File: config.mk
export PLATFORM = sky130hd
export DESIGN_NAME = muldiv_sequencer
export DESIGN_NICKNAME = d
export VERILOG_FILES = /design/src/rtl/muldiv_sequencer.sv
export SDC_FILE = /design/constraint.sdc
export NUM_CORES = 2
export LEC_CHECK = 0
export CAP_MARGIN = 30
export CELL_PAD_IN_SITES_DETAIL_PLACEMENT = 2
export CELL_PAD_IN_SITES_GLOBAL_PLACEMENT = 2
export CORE_MARGIN = 4
export CORE_UTILIZATION = 37
export DETAILED_ROUTE_END_ITERATION = 12
export MAX_ROUTING_LAYER = met4
export PLACE_DENSITY = 0.77
export SYNTH_ARGS = -nofsm -noshare
export SYNTH_HDL_FRONTEND = slang
export SYNTH_SLANG_ARGS = --single-unit
File: constraint.sdc
create_clock -name clk -period 9 [get_ports clk]
set_clock_uncertainty 0.15 [all_clocks]
set_input_delay 0.9 -clock clk [delete_from_list [all_inputs] [get_ports clk]]
set_output_delay 0.9 -clock clk [all_outputs]
set_load 0.01 [all_outputs]
File: src/rtl/muldiv_sequencer.sv
// -----------------------------------------------------------------------------
// muldiv_sequencer
//
// Multi-cycle RV32M multiply/divide sequencer for the EX stage. It accepts one
// operation at a time. The multiply finishes in one registered cycle. Divide
// and remainder use a restoring iteration that produces one quotient bit per
// cycle. While an accepted operation is in flight, o_busy is high. The result
// is returned with a one-cycle o_done pulse.
//
// Ports
//   clk        in   1     clock, rising edge
//   rst_n      in   1     asynchronous active-low reset
//   i_start    in   1     request, sampled only in IDLE or FIN
//   i_funct3   in   3     000 MUL 001 MULH 010 MULHSU 011 MULHU
//                         100 DIV 101 DIVU 110 REM 111 REMU
//   i_data1    in   XLEN  rs1 (multiplicand / dividend)
//   i_data2    in   XLEN  rs2 (multiplier / divisor)
//   i_flush    in   1     synchronous abort, wins over i_start
//   o_busy     out  1     high while an accepted op has not completed
//   o_done     out  1     one-cycle pulse when o_result is valid
//   o_result   out  XLEN  holds its value until the next completion
// -----------------------------------------------------------------------------
module muldiv_sequencer #(
   parameter int XLEN = 32
) (
   input  logic            clk,
   input  logic            rst_n,
   input  logic            i_start,
   input  logic [2:0]      i_funct3,
   input  logic [XLEN-1:0] i_data1,
   input  logic [XLEN-1:0] i_data2,
   input  logic            i_flush,
   output logic            o_busy,
   output logic            o_done,
   output logic [XLEN-1:0] o_result
);

   typedef enum logic [1:0] {
      S_IDLE = 2'd0,
      S_MUL  = 2'd1,
      S_DIV  = 2'd2,
      S_FIN  = 2'd3
   } state_t;

   localparam logic [XLEN-1:0] MIN_NEG  = {1'b1, {(XLEN-1){1'b0}}};
   localparam logic [XLEN-1:0] ALL_ONES = '1;
   localparam logic [5:0]      LAST_CNT = 6'(XLEN-1);

   state_t            r_state, w_state_nx;
   logic              r_busy, w_busy_nx;
   logic              r_done, w_done_nx;
   logic [XLEN-1:0]   r_result, w_result_nx;

   // Latched operation and operands
   logic [2:0]        r_op;
   logic [XLEN-1:0]   r_a, r_b;

   // Divider datapath. r_quo doubles as the dividend shift register: its MSB
   // is shifted into the partial remainder while the new quotient bit enters
   // at the LSB.
   logic [XLEN-1:0]   r_rem, r_quo, r_dvs;
   logic [5:0]        r_cnt;
   logic              r_init;   // first DIV cycle loads the operand magnitudes

   // ---------------------------------------------------------------- accept
   logic            w_accept;
   logic            w_in_signed, w_in_rem, w_in_dz, w_in_ovf;
   logic [XLEN-1:0] w_special;

   assign w_accept    = i_start && !i_flush && (r_state == S_IDLE || r_state == S_FIN);
   assign w_in_signed = ~i_funct3[0];
   assign w_in_rem    = i_funct3[1];
   assign w_in_dz     = (i_data2 == '0);
   assign w_in_ovf    = w_in_signed && (i_data1 == MIN_NEG) && (i_data2 == ALL_ONES);
   // Divide by zero returns all-ones / dividend; overflow returns MIN / 0.
   assign w_special   = w_in_dz ? (w_in_rem ? i_data1 : ALL_ONES)
                                : (w_in_rem ? '0 : MIN_NEG);

   // -------------------------------------------------------------- multiply
   // Operands are sign- or zero-extended to 2*XLEN; the low 2*XLEN bits of
   // the product are then exact for every signedness combination.
   logic                w_ma_s, w_mb_s;
   logic [2*XLEN-1:0]   w_ma, w_mb, w_prod;
   logic [XLEN-1:0]     w_mul_res;

   assign w_ma_s    = (r_op[1:0] != 2'b11) && r_a[XLEN-1];
   assign w_mb_s    = !r_op[1] && r_b[XLEN-1];
   assign w_ma      = {{XLEN{w_ma_s}}, r_a};
   assign w_mb      = {{XLEN{w_mb_s}}, r_b};
   assign w_prod    = w_ma * w_mb;
   assign w_mul_res = (r_op[1:0] == 2'b00) ? w_prod[XLEN-1:0] : w_prod[2*XLEN-1:XLEN];

   // ---------------------------------------------------------------- divide
   logic            w_signed, w_a_neg, w_b_neg;
   logic [XLEN-1:0] w_abs_a, w_abs_b;
   logic [XLEN:0]   w_rem_sh, w_diff;
   logic            w_ge;
   logic [XLEN-1:0] w_rem_nx, w_quo_nx, w_q_fix, w_r_fix, w_div_res;

   assign w_signed = ~r_op[0];
   assign w_a_neg  = w_signed && r_a[XLEN-1];
   assign w_b_neg  = w_signed && r_b[XLEN-1];
   assign w_abs_a  = w_a_neg ? (~r_a + 1'b1) : r_a;
   assign w_abs_b  = w_b_neg ? (~r_b + 1'b1) : r_b;

   assign w_rem_sh = {r_rem, r_quo[XLEN-1]};
   assign w_diff   = w_rem_sh - {1'b0, r_dvs};
   assign w_ge     = (w_rem_sh >= {1'b0, r_dvs});
   assign w_rem_nx = w_ge ? w_diff[XLEN-1:0] : w_rem_sh[XLEN-1:0];
   assign w_quo_nx = {r_quo[XLEN-2:0], w_ge};

   // Quotient is negative when the signs differ; remainder follows dividend.
   assign w_q_fix   = (w_a_neg ^ w_b_neg) ? (~w_quo_nx + 1'b1) : w_quo_nx;
   assign w_r_fix   = w_a_neg ? (~w_rem_nx + 1'b1) : w_rem_nx;
   assign w_div_res = r_op[1] ? w_r_fix : w_q_fix;

   // ------------------------------------------------------ next state logic
   always_comb begin
      // NOTE: every output of this block gets a default first, so no path can
      // leave a signal unassigned and infer a latch.
      w_state_nx  = r_state;
      w_busy_nx   = 1'b0;
      w_done_nx   = 1'b0;
      w_result_nx = r_result;

      unique case (r_state)
         S_IDLE, S_FIN: begin
            w_state_nx = S_IDLE;
            if (w_accept) begin
               if (!i_funct3[2]) begin
                  w_state_nx = S_MUL;
                  w_busy_nx  = 1'b1;
               end else if (w_in_dz || w_in_ovf) begin
                  w_state_nx  = S_FIN;
                  w_done_nx   = 1'b1;
                  w_result_nx = w_special;
               end else begin
                  w_state_nx = S_DIV;
                  w_busy_nx  = 1'b1;
               end
            end
         end
         S_MUL: begin
            w_state_nx  = S_FIN;
            w_done_nx   = 1'b1;
            w_result_nx = w_mul_res;
         end
         S_DIV: begin
            w_busy_nx = 1'b1;
            if (!r_init && r_cnt == LAST_CNT) begin
               w_state_nx  = S_FIN;
               w_busy_nx   = 1'b0;
               w_done_nx   = 1'b1;
               w_result_nx = w_div_res;
            end
         end
         default: w_state_nx = S_IDLE;
      endcase

      if (i_flush) begin
         w_state_nx  = S_IDLE;
         w_busy_nx   = 1'b0;
         w_done_nx   = 1'b0;
         w_result_nx = r_result;
      end
   end

   // --------------------------------------------------------- state register
   always_ff @(posedge clk or negedge rst_n) begin
      if (!rst_n) begin
         r_state  <= S_IDLE;
         r_busy   <= 1'b0;
         r_done   <= 1'b0;
         r_result <= '0;
      end else begin
         // NOTE: sequential state uses non-blocking assignments so every
         // register samples pre-edge values regardless of statement order.
         r_state  <= w_state_nx;
         r_busy   <= w_busy_nx;
         r_done   <= w_done_nx;
         r_result <= w_result_nx;
      end
   end

   // ------------------------------------------------------- datapath registers
   always_ff @(posedge clk or negedge rst_n) begin
      if (!rst_n) begin
         r_op   <= '0;
         r_a    <= '0;
         r_b    <= '0;
         r_rem  <= '0;
         r_quo  <= '0;
         r_dvs  <= '0;
         r_cnt  <= '0;
         r_init <= 1'b0;
      end else if (w_accept) begin
         r_op   <= i_funct3;
         r_a    <= i_data1;
         r_b    <= i_data2;
         r_cnt  <= '0;
         r_init <= 1'b1;
      end else if (r_state == S_DIV && !i_flush) begin
         if (r_init) begin
            r_init <= 1'b0;
            r_rem  <= '0;
            r_quo  <= w_abs_a;
            r_dvs  <= w_abs_b;
         end else begin
            r_rem <= w_rem_nx;
            r_quo <= w_quo_nx;
            r_cnt <= r_cnt + 6'd1;
         end
      end
   end

   assign o_busy   = r_busy;
   assign o_done   = r_done;
   assign o_result = r_result;

endmodule

==> results.toml <==
[synth]
synth_fp_nets = 7564
synth_commonest_cells = "inv_1, nand2_1, fa_1"
synth_edf_count = 0
syn-mean-instance-area_um2 = 8.61
synth_cells = 6116
yosysWarnings = 0
ys_seq_area_share_pct = 9.74
synth_area_mm2 = 0.0527
yosysTopAreaCell = "fa_1"
synthTopCellsByArea = "fa_1, dfrtp_1, inv_1"
yosysUniqueCellTypes = 98
ys_seq_elements = 205
async_reset_ff_share_pct = 100
synth_top_area_share_pct = 42.8
yosysMostFrequentCell = "inv_1"
synth_ff_type = "dfrtp_1"

[clocking]
ctsHoldBuffers = 0
cts_tree = "done"
cts_root_buf = "clkbuf_16"
clockBufferDepth = 3
clock_sinks = 205
cts-buffers-inserted = 28
clkLatencyLatePin_ns = 0.63
clk_pin_slew_ns = 0.07
htree_levels = 1

[worst_setup_path]
worstPathRequired_ns = 9.35
worst_path_dominant_cell_family = "adder cells"
crit_type = "register to register"
cp.arrival_ns = 9.10
end_kind = "register"
max_stage_delay_ns = 0.64
critPathBufInv = 4
cp-start-kind = "register"
cpMostUsedCell = "fa_1"
crit_slowest_cell = "fa_2"
cp_max_fo = 15

[timing]
period_minus_slack_ns = 8.75
fmax_mhz = 114
hold_viol_final = 0
setup_viol = 0
post-route-period-util_pct = 97.2
setup_ws_ns = 0.252
relSlewSlack_pct = 31.4
worstMarginPinSlew_ns = 1.03
fin_tns_setup_ns = 0
rsz0062_at_grt = "no"
slew_viol_final = 0

[job]
max_cap_viol_count = 0

[grt]
grt_max_degree = 129
grt.total_usage_pct = 30.5
first_global_vias = 51800
antenna_found_initial = 11
grt_pass1_wl_mm = 331
grt_overflow = 0

[placed_design]
place.gp.congestion = 0.930
io_buffers = 104
place_inst = 7921
dpl_cell_area_mm2 = 0.0564
dp_hpwl_mm = 181
post-place-ws_ns = -0.0489

[finish]
drive_above_1_share_pct = 5.73
final_nets = 7517
final_cells = 7983
fin_area_mm2 = 0.0575
area_growth_pct = 9.27

[floorplanning]
die_area_mm2 = 0.148
core_region_area_mm2 = 0.141
die_x_um = 385
start_util_pct = 37.2
ios = 105
fp-row-count = 138
die_y_um = 385

[detailed_routing]
detail_route.first_pass.iterations = 5
post_drt_wl_per_cell_um = 27.3
drc = 0
vias = 43700
viasPerCell = 5.47
drt-initial-drc-count = 2965
antenna_left = 0
finalWirelength_mm = 218

[run_status]
status = "finished clean"

[worst_hold_path]
hold_class = "primary input to asynchronous set/reset pin"
==> layer usage <==
metal	GRT usage, %	vias up	wire [um]	share of wire (%)
met5	-	-	0	0
met4	12.5	0	10700	4.9
met3	2.77	399	9340	4.3
met2	53.3	1149	111000	51
met1	36.3	23700	86200	40
li1	-	18400	-	-
==> worst paths after layout <==
check	start	end	cells past startpoint	slack [ns]
max	r_a[16]	o_result[16]	25	0.25
min	rst_n	o_busy	1	0.08
max reg2reg	r_a[16]	o_result[16]	25	0.25
min reg2reg	r_dvs[25]	r_dvs[25]	2	0.34
max in group asynchronous	rst_n	r_b[1]	2	7.06
min in group clk	r_dvs[25]	r_dvs[25]	2	0.34
==> kinds of logic after synthesis <==
group,after synthesis,share of synthesized area (%)
AO/OA/AOI/OAI,754,8.83
XOR/XNOR,197,3.28
adder cells (fa/ha/maj),1377,48.8
buffers and inverters,1564,11.3
flip-flops,205,9.74
multiplexers,40,0.770
AND/OR/NAND/NOR,1979,17.4
==> metrics by stage <==
stage                     utilization, %  hold slack [ns]
after floorplan                        -            0.300
after global placement              39.8            0.314
after detailed placement            39.9            0.324
after CTS                           40.5            0.140
after global routing                40.7            0.138
final                               40.7           0.0848
==> worst register-to-register path, delay by kind of cell, from the launching register on <==
| kind | cells | cell delay [ns] |
|---|---|---|
| adders and majority gates | 9 | 4.55 |
| AOI/OAI and AO/OA | 9 | 1.83 |
| buffers and inverters | 4 | 0.50 |
| DFF | 1 | 0.58 |
| xor gates and xnor gates | 1 | 0.55 |
| and+or+nand+nor | 2 | 0.48 |
==> area by class of cell <==
cell class / count / area [um2]
diodes: 5 / 12.5
clock buffers: 41 / 779
clock inverters: 8 / 124
fillers: 15600 / 83900
inverters: 1185 / 4450
multi-input cells: 4347 / 41800
flip-flops and latches: 205 / 5170
well taps: 1890 / 2360
repair buffers: 302 / 2890
==> sequential cells by signal (all words and copies together) (netlist names), 6 cells and up <==
| signal | cells |
|---|---|
| r_cnt | 6 |
| r_b | 32 |
| o_result | 32 |
| r_a | 32 |
| r_rem | 32 |
| r_dvs | 32 |
| r_quo | 32 |
==> layout by cell type (no fill, tap or decap), types with 111 or more instances in the layout <==
cell and n:
fa_1 1121, buf_4 162, nand2_1 1135, inv_1 1182, dfrtp_1 177, o21ai_0 238
and2_1 364, nor2_1 159, a21oi_1 197, ha_1 251, xnor2_1 111
==> repair_timing <==
| item | in CTS | in global routing |
|---|---|---|
| endpoints found under the setup margin | 5 | 25 |
| pin swaps | 0 | 4 |
| buffers inserted | 2 | 4 |
| gates resized for setup | 3 | 53 |
Power is not shown: default switching activity piles up to over one toggle a cycle in this logic, so the estimate is an artifact.
